`config.mk`:
```
export PLATFORM = sky130hd
export DESIGN_NAME = hamming_stream_encoder
export DESIGN_NICKNAME = d
export VERILOG_FILES = /design/src/rtl/hamming_stream_encoder.sv
export SDC_FILE = /design/constraint.sdc
export NUM_CORES = 1
export LEC_CHECK = 0
export ABC_CLOCK_PERIOD_IN_PS = 1990
export CAP_MARGIN = 15
export CORE_MARGIN = 2
export CORE_UTILIZATION = 55
export CTS_BUF_LIST = sky130_fd_sc_hd__clkbuf_16
export CTS_CLUSTER_SIZE = 24
export DETAILED_ROUTE_END_ITERATION = 12
export PLACE_DENSITY = 0.77
export SYNTH_ARGS = -nofsm -noshare
export SYNTH_HDL_FRONTEND = slang
export SYNTH_SLANG_ARGS = --single-unit
```
`constraint.sdc`:
```
create_clock -name clk -period 1.99 [get_ports clk]
set_input_delay 0.2985 -clock clk [delete_from_list [all_inputs] [get_ports clk]]
set_output_delay 0.2985 -clock clk [all_outputs]
set_load 0.02 [all_outputs]
```
`src/rtl/hamming_stream_encoder.sv`:
```
// Serial-in / serial-out Hamming encoder with an optional SECDED overall parity bit.
// Data bits are collected LSB-first into a K-bit register. The finished word is encoded
// and handed to a double-buffered output shifter, which streams the codeword out
// position 1 first. Because of the double buffering, input collection overlaps output shifting.
module hamming_stream_encoder #(
  parameter int R        = 4,
  parameter bit EXTENDED = 1'b0
) (
  input  logic        clk,
  input  logic        RST,
  input  logic        in_valid,
  input  logic        in_bit,
  output logic        in_ready,
  output logic        out_valid,
  output logic        out_bit,
  input  logic        out_ready,
  output logic        out_first,
  output logic        out_last,
  output logic [15:0] words_out
);

  localparam int N     = (1 << R) - 1;
  localparam int K     = N - R;
  localparam int NT    = N + (EXTENDED ? 1 : 0);
  localparam int CNT_W = $clog2(K);
  localparam int IDX_W = $clog2(NT);

  localparam logic [0:0] FILL  = 1'b0;
  localparam logic [0:0] HOLD  = 1'b1;
  localparam logic [0:0] IDLE  = 1'b0;
  localparam logic [0:0] SHIFT = 1'b1;

  // Place data bits at non-power-of-two positions, then derive each even-parity bit
  // from every position that has the matching index bit set.
  function automatic logic [NT-1:0] encode(input logic [K-1:0] data);
    logic [NT-1:0] cw;
    logic          par;
    int            j;
    cw = '0;
    j  = 0;
    for (int p = 1; p <= N; p++) begin
      if ((p & (p - 1)) != 0) begin
        cw[p-1] = data[j];
        j++;
      end
    end
    for (int i = 0; i < R; i++) begin
      par = 1'b0;
      for (int q = 1; q <= N; q++) begin
        if (((q >> i) & 1) != 0) par = par ^ cw[q-1];
      end
      cw[(1 << i) - 1] = par;
    end
    if (EXTENDED) cw[NT-1] = ^cw[N-1:0];
    return cw;
  endfunction

  logic [K-1:0]     data_q, data_d;
  logic [CNT_W-1:0] cnt_q, cnt_d;
  logic [0:0]       in_state_q, in_state_d;

  logic [NT-1:0]    sr_q, sr_d;
  logic [IDX_W-1:0] idx_q, idx_d;
  logic [0:0]       out_state_q, out_state_d;
  logic [15:0]      words_q, words_d;

  logic             accept;
  logic             last_in;
  logic             out_free;
  logic             transfer;
  logic [K-1:0]     word_shifted;
  logic [K-1:0]     enc_src;
  logic [NT-1:0]    cw;

  assign in_ready     = (in_state_q == FILL);
  assign accept       = in_valid & in_ready;
  assign last_in      = accept & (cnt_q == CNT_W'(K - 1));
  assign word_shifted = {in_bit, data_q[K-1:1]};

  assign out_valid = (out_state_q == SHIFT);
  assign out_bit   = out_valid & sr_q[0];
  assign out_first = out_valid & (idx_q == '0);
  assign out_last  = out_valid & (idx_q == IDX_W'(NT - 1));
  assign words_out = words_q;

  // The output side can take a word when idle, or when its final bit leaves this cycle.
  assign out_free = (out_state_q == IDLE) | (out_ready & out_last);
  assign transfer = (last_in | (in_state_q == HOLD)) & out_free;

  // A word completing this cycle is encoded from the shifted value so it can load with no extra cycle.
  assign enc_src  = (in_state_q == HOLD) ? data_q : word_shifted;
  assign cw       = encode(enc_src);

  // Input FSM: shift bits in while filling, and park a full word until the shifter frees up.
  always_comb begin
    data_d     = data_q;
    cnt_d      = cnt_q;
    in_state_d = in_state_q;
    case (in_state_q)
      FILL: begin
        if (accept) begin
          data_d = word_shifted;
          if (cnt_q == CNT_W'(K - 1)) begin
            cnt_d = '0;
            if (!out_free) in_state_d = HOLD;
          end else begin
            cnt_d = cnt_q + CNT_W'(1);
          end
        end
      end
      HOLD: begin
        if (out_free) in_state_d = FILL;
      end
      default: in_state_d = FILL;
    endcase
  end

  // Output FSM: shift the codeword out LSB first, count finished words, and reload on transfer.
  always_comb begin
    sr_d        = sr_q;
    idx_d       = idx_q;
    out_state_d = out_state_q;
    words_d     = words_q;
    if (out_valid && out_ready) begin
      sr_d  = sr_q >> 1;
      idx_d = idx_q + IDX_W'(1);
      if (out_last) begin
        words_d     = words_q + 16'd1;
        out_state_d = IDLE;
      end
    end
    if (transfer) begin
      sr_d        = cw;
      idx_d       = '0;
      out_state_d = SHIFT;
    end
  end

  // State registers; reset throws away any partial or buffered word.
  always_ff @(posedge clk) begin
    if (RST) begin
      data_q      <= '0;
      cnt_q       <= '0;
      in_state_q  <= FILL;
      sr_q        <= '0;
      idx_q       <= '0;
      out_state_q <= IDLE;
      words_q     <= 16'd0;
    end else begin
      data_q      <= data_d;
      cnt_q       <= cnt_d;
      in_state_q  <= in_state_d;
      sr_q        <= sr_d;
      idx_q       <= idx_d;
      out_state_q <= out_state_d;
      words_q     <= words_d;
    end
  end

endmodule

```
==> results of run 1 <==
[worst max-delay path, cell delays in order, from the launching register on]
cell and delay [ns]:
dfxtp_2 0.36, inv_1 0.07, ha_1 0.21, and3_4 0.22, and2_1 0.16, dlygate4sd2_1 0.31
[registers in the layout, indices dropped and copies added, names as in the netlist]
register,count
words_out,16
data_q,11
idx_q,4
in_state_q,1
out_valid,1
sr_q,15
cnt_q,4
[cell usage in the layout (no fill, tap or decap), types with 2 or more instances in the layout]
cell type,netlist,routed
nand2_1,44,44
nor2_1,18,18
ha_1,4,4
a32oi_1,4,4
nand4_1,5,5
mux2i_1,18,18
nor2b_1,3,3
dlygate4sd2_1,0,2
xnor2_1,23,23
o22ai_1,4,4
inv_1,3,3
a21oi_1,29,29
nand4_4,2,2
buf_12,0,2
buf_4,1,10
or3_1,3,3
nand3_1,15,15
mux2_2,2,2
and4_1,2,2
clkdlybuf4s50_1,0,22
xor2_1,13,13
nor3_1,7,7
dfxtp_1,52,50
o21ai_0,6,6
dfxtp_2,0,2
and2_1,2,2
xnor2_2,2,2
clkbuf_16,0,5
o211ai_1,10,10
[final cells by class]
class | instances | area [sq um] | area share [%]
Clock buffer | 5 | 125.1 | 3.879
Sequential cell | 52 | 1044 | 32.35
Timing Repair Buffer | 37 | 357.8 | 11.09
Tap cell | 67 | 83.83 | 2.599
Inverter | 4 | 16.27 | 0.5043
Clock inverter | 3 | 42.54 | 1.319
Multi-Input combinational cell | 233 | 1556 | 48.25
[repair_timing]
item / 4_1_cts / 5_1_grt
setup endpoints to repair: 3 / 1
gates resized for setup: 4 / 1
cloned: 0 / 0
[path summary, 6_finish.rpt]
kind                    to  startpoint  slack (ns)
max               out_last    idx_q[0]        0.07
min reg2reg        sr_q[5]     sr_q[5]        0.46
min          words_out[14]         RST        0.39
max reg2reg   words_out[5]    idx_q[0]        0.35
[per-layer routing]
layer  wire length [um]  vias to the layer above
met5                  0                        -
met4                 75                        0
met3                133                        8
met2               2732                       26
met1               2492                     1034
li1                   -                     1125
[cell usage after synthesis, drive strengths merged]
master  number  area share (%)
o22ai        4            0.91
and4         2            0.64
and4bb       1            0.45
nor2b        3            0.68
nor4         2            0.68
mux2i       20             7.9
and2         4             1.0
mux2         2            0.82
a211oi       1            0.27
nor2        18             2.5
a32oi        4             1.3
and3         2            0.64
xor2        13             4.1
nand3b       1            0.27
or3          3            0.68
nand2       45             6.2
ha           4             1.8
clkbuf      16             2.2
xnor2       25             8.5
nand4        7             2.7
o211ai      10             2.7
a21oi       30             5.6
a22oi        1            0.27
o21ai        6             1.1
nand3       15             2.7
nor3         7             1.3
nor3b        1            0.27
inv          3            0.41
and3b        1            0.32
clkinv       1            0.14
dfxtp       52              38
buf         10             2.8
a21o         1            0.27
[cells by family after synthesis]
kind of cell | count (synthesis) | share of synthesized area (%)
and+or+nand+nor | 112 | 21.02
DFF | 52 | 37.85
AOI/OAI and AO/OA | 57 | 12.42
buffers and inverters | 30 | 5.550
muxes | 22 | 8.689
xor gates and xnor gates | 38 | 12.65
adders and majority gates | 4 | 1.820
[report_power, final]
| part | internal (mW) | switching (mW) | leakage (nW) |
|---|---|---|---|
| clock | 0.591 | 0.376 | 0.0814 |
| sequential | 1.05 | 0.00939 | 0.420 |
| combinational | 0.0374 | 0.0488 | 0.584 |
[through the flow]
| stage | setup WS (ns) | hold slack (ns) | instances | total power [mW] | utilization (%) |
|---|---|---|---|---|---|
| 2_1_floorplan | 0.3651 | 0.4345 | 315 | 1.138 | - |
| 3_3_place_gp | 0.1150 | 0.4426 | 393 | 1.163 | 63.87 |
| 3_5_place_dp | 0.07579 | 0.4476 | 393 | 1.164 | 63.87 |
| 4_1_cts | 0.04505 | 0.3873 | 401 | 2.130 | 67.37 |
| 5_1_grt | 0.01353 | 0.4049 | 401 | 2.179 | 67.40 |
| 6_report | 0.06852 | 0.3877 | 401 | 2.108 | 67.40 |
==> metrics.txt, run 1 <==
status=finished, final reports clean; Post-Synthesis Cells=approximately 320; Top Usage Layer GRT=met2; gr ovfl total=0; Tmin final=just under 2 ns; leakage power=1.085 nW; routed vias/inst=5.469; fill count=410; worst reg2reg path depth=7; Initial Utilization=57.46%; IO Port Bufs=25; Critical Path Source Type=register; routability cong.=roughly 0.8; Area growth syn-to-layout=17.29%; post-synth cell types=47; Routed WL=about 5.4 mm; chip height=about 75 um; period utilization=96.56%; GRT Util Overall=a little over a fifth; Syn Area/Cell=around 8.7 sq um; largest net degree at the start of global routing=20; Final Hold Fails=0; critical path class=register to output port; diodes inserted=0; met3 global-route usage=4.150%; final instance area=0.003226 sq mm; Final setup viols=0; max_slew headroom=approximately 70%; Die X=around 75 um; Core Region=between 0.004 and 0.005 sq mm; DRC Markers=0; Max Slew Vio Count=0; via count=2193; Clock Tree Buf Depth=2; Max-cap violations=0; Highest Clock Rate=roughly 520 MHz; Starting DRT DRC Count=65; met1 usage=between 20% and 30%; setup TNS=0 ns; DR WL/cell=13.55 um; layout cell share with drive strength beyond 1=between 10% and 20%; Worst Path Required=approximately 1.7 ns; VDD IR max=~0.00053 V; Post-Syn Area=roughly 0.0028 sq mm; clock-pin slew on the worst setup and hold paths=0.07 ns; Die ar.=about 0.0056 sq mm; ANT nets after route=0; met2 Track Usage GR=between 30% and 40%; Fin Clk Skew=around 0.0063 ns; first-pass GRT wire length=slightly above 9 mm; Post-CTS Setup Bufs=0; hold depth=2; number of H-tree levels=2; Root Buffer=clkbuf_16; Ports=26; Crit Path Max Fanout=6; initial antenna violation count=0; synthesized flop and latch total=52; HP Class=input port to register; Worst-Margin Slew=0.4202 ns; CTS sink cnt=52; Skew-Pair Late Insertion Delay=0.29 ns; DP Area=around 0.0031 sq mm; crit path DAT=1.62 ns; Mapped Nets=around 320; Critical Path End Type=output port; CTS hold repair buffers=0; YS warnings=0; register area share after synthesis=a little under two fifths; hpwl dp=between 3 and 4 mm; DR pass1 iterations=4; number of global-route vias before repair=around 2100; Final nets=between 300 and 400; row count=25; power density cells=between 600 and 700 mW/mm^2; CTS tree=yes; CTS Buf Count=5; RSZ-0062 raised after global routing=false
Power figures use the tool's default switching activity.
==> run 2: changes to the inputs <==
- CORE_UTILIZATION: 55 -> 57
- PLACE_DENSITY: 0.77 -> 0.79
==> run 2 against run 1 <==
Worst setup slack better by 0.0040 ns. Power is 0.19% higher. Critical endpoint is now in_ready. Sequential share of layout area hardly changed. Clock-buffer cell count stayed put. Register-to-register slack worse by 0.12 ns.
==> metrics.txt, run 2 (synthesis gave the netlist of run 1 again) <==
Hold Crit Start=sr_q[9]; RSZ-0062 raised after global routing=false; FF-to-FF End=sr_q[13]; Max-cap violations=0; Critical Path End Type=output port; Fin Clk Skew=between 0.007 and 0.008 ns; largest net degree at the start of global routing=31; DRC Markers=0; cell count after placement=about 380; max_slew headroom=a little over half; Top Usage Layer GRT=met2; DR pass1 iterations=5; fill count=around 380; Worst path top cell family by delay=buffers and inverters; Final setup viols=0; met3 global-route usage=under 10%; multi-input logic area=0.001556 sq mm; Starting DRT DRC Count=just under 100; IO Port Bufs=25; Core Region=around 0.0047 sq mm; chip height=about 73 um; Worst-Margin Slew=0.7021 ns; Hold Path End=sr_q[9]; flop-to-flop setup slack=~0.23 ns; Ports=26; CTS sink cnt=52; Crit Path Max Fanout=6; Critical Path Source Type=register; P_int=about 1.7 mW; Max Slew Vio Count=0; Net Sw Power=0.4375 mW; period utilization=around 96%; Tmin final=around 1.9 ns; CTS hold repair buffers=0; Seq pwr share=49.9%; layout cell share with drive strength beyond 1=a little over a tenth; met1 usage=roughly 28%; Root Buffer=clkbuf_16; max FFs per register=16; via count=2208; diodes inserted=0; Die ar.=around 0.0054 sq mm; sw frac=between 20% and 30%; Highest Clock Rate=~520 MHz; worst reg2reg path depth=5; status=finished, final reports clean; initial antenna violation count=0; most common cell after layout, fill and taps aside=dfxtp_1; RR Startpoint=idx_q[1]; ANT nets after route=0; critical path class=register to output port; number of H-tree levels=2; power density cells=roughly 660 mW/mm^2; CP max-delay cell=clkdlybuf4s50_1; routed vias/inst=~5.7; slowest cell delay on critical path=0.61 ns; Layout Cells excl Fill=roughly 390; row count=25; Area growth syn-to-layout=16.97%; CTS Buf Count=5; CP Cell Sequence=clkinv_1, clkdlybuf4s50_1; hold depth=2; Final Hold Fails=0; Reg area=0.001041 sq mm; first-pass GRT wire length=9.315 mm; Clock Tree Buf Depth=2; crit path buf inv count=2; Clock power frac=between 40 and 50%; GRT Util Overall=between 20% and 30%; most frequent cells in the layout=dfxtp_1 (52), nand2_1 (44), a21oi_1 (29); Final nets=around 340; Die X=between 70 and 80 um; VDD IR max=approximately 0.00045 V; Hold WS=0.4535 ns; CTS tree=yes; Routed WL=about 5.5 mm; crit path DAT=about 1.6 ns; HP Class=register to register; Initial Utilization=58.61%; Worst Path Required=~1.7 ns; DR WL/cell=approximately 14 um; logic gate share of total power=4.1%; clock-pin slew on the worst setup and hold paths=around 0.070 ns; gr ovfl total=0; Skew-Pair Late Insertion Delay=around 0.29 ns; hpwl dp=between 3 and 4 mm; met2 Track Usage GR=between 30% and 40%; routability cong.=roughly 0.83; leakage power=around 1.1 nW; number of global-route vias before repair=2077
## run 2: changes by cell type in the layout (fill, tap and decap cells not counted)
cell            before  now
clkinv_4             1    0
dlygate4sd2_1        2    1
dfxtp_2              2    0
buf_4               10   11
dfxtp_1             50   52
clkinvlp_4           0    1
dlymetal6s2s_1       0    1
## run 2: layout make-up
type / instances / area share, %
Clock buffer: 5 / 3.890
Clock inverter: 3 / 1.322
Inverter: 4 / 0.4667
Multi-Input combinational cell: 233 / 48.39
Sequential cell: 52 / 32.36
Tap cell: 54 / 2.100
Timing Repair Buffer: 38 / 11.47
## run 2: per-layer routing
layer  share of wire [%]  routed length [um]
met3                 2.9                 162
met4                 1.8                  99
met1                  46                2541
met2                  49                2744
met5                   0                   0
## run 2: worst register-to-register path: stages, from the launching register on
cell and delay [ns]:
dfxtp_1 0.39, ha_1 0.19, nand4_1 0.18, a21oi_2 0.60
o211ai_1 0.15, a21oi_1 0.17
## run 2: power groups by stage
stage / clock, mW / sequential, mW / combinational [mW]
floorplan: 0 / 1.07 / 0.0636
global placement: 0 / 1.08 / 0.0851
detailed placement: 0 / 1.08 / 0.0872
CTS: 0.986 / 1.05 / 0.0878
global route: 1.03 / 1.06 / 0.0950
finish: 0.970 / 1.05 / 0.0876
## run 2: worst max-delay path by stage
| stage | cells past startpoint | startpoint | slack, ns | to |
|---|---|---|---|---|
| floorplan | 7 | out_valid | 0.37 | words_out[14] |
| global placement | 6 | in_valid | 0.04 | sr_q[8] |
| detailed placement | 6 | in_valid | -0.02 | sr_q[13] |
| CTS | 4 | idx_q[1] | 0.03 | out_first |
| global route | 2 | in_state_q | 0.001 | in_ready |
| finish | 2 | in_state_q | 0.07 | in_ready |
## run 2: stage by stage
step	worst slack [ns]	power (mW)	utilization, %	setup TNS [ns]	cell area, sq um
finish	0.07252	2.112	68.56	0	3217
CTS	0.02628	2.129	68.51	0	3214
global route	0.001028	2.179	68.56	0	3217
global placement	0.04320	1.164	64.96	0	3048
floorplan	0.3651	1.138	-	0	2750
detailed placement	-0.01691	1.166	64.96	-0.02503	3048
## run 2: timing repair
action	4_1_cts	5_1_grt
pin swaps	0	0
gates resized for setup	1	1
setup endpoints to repair	1	1
buffers inserted	0	0
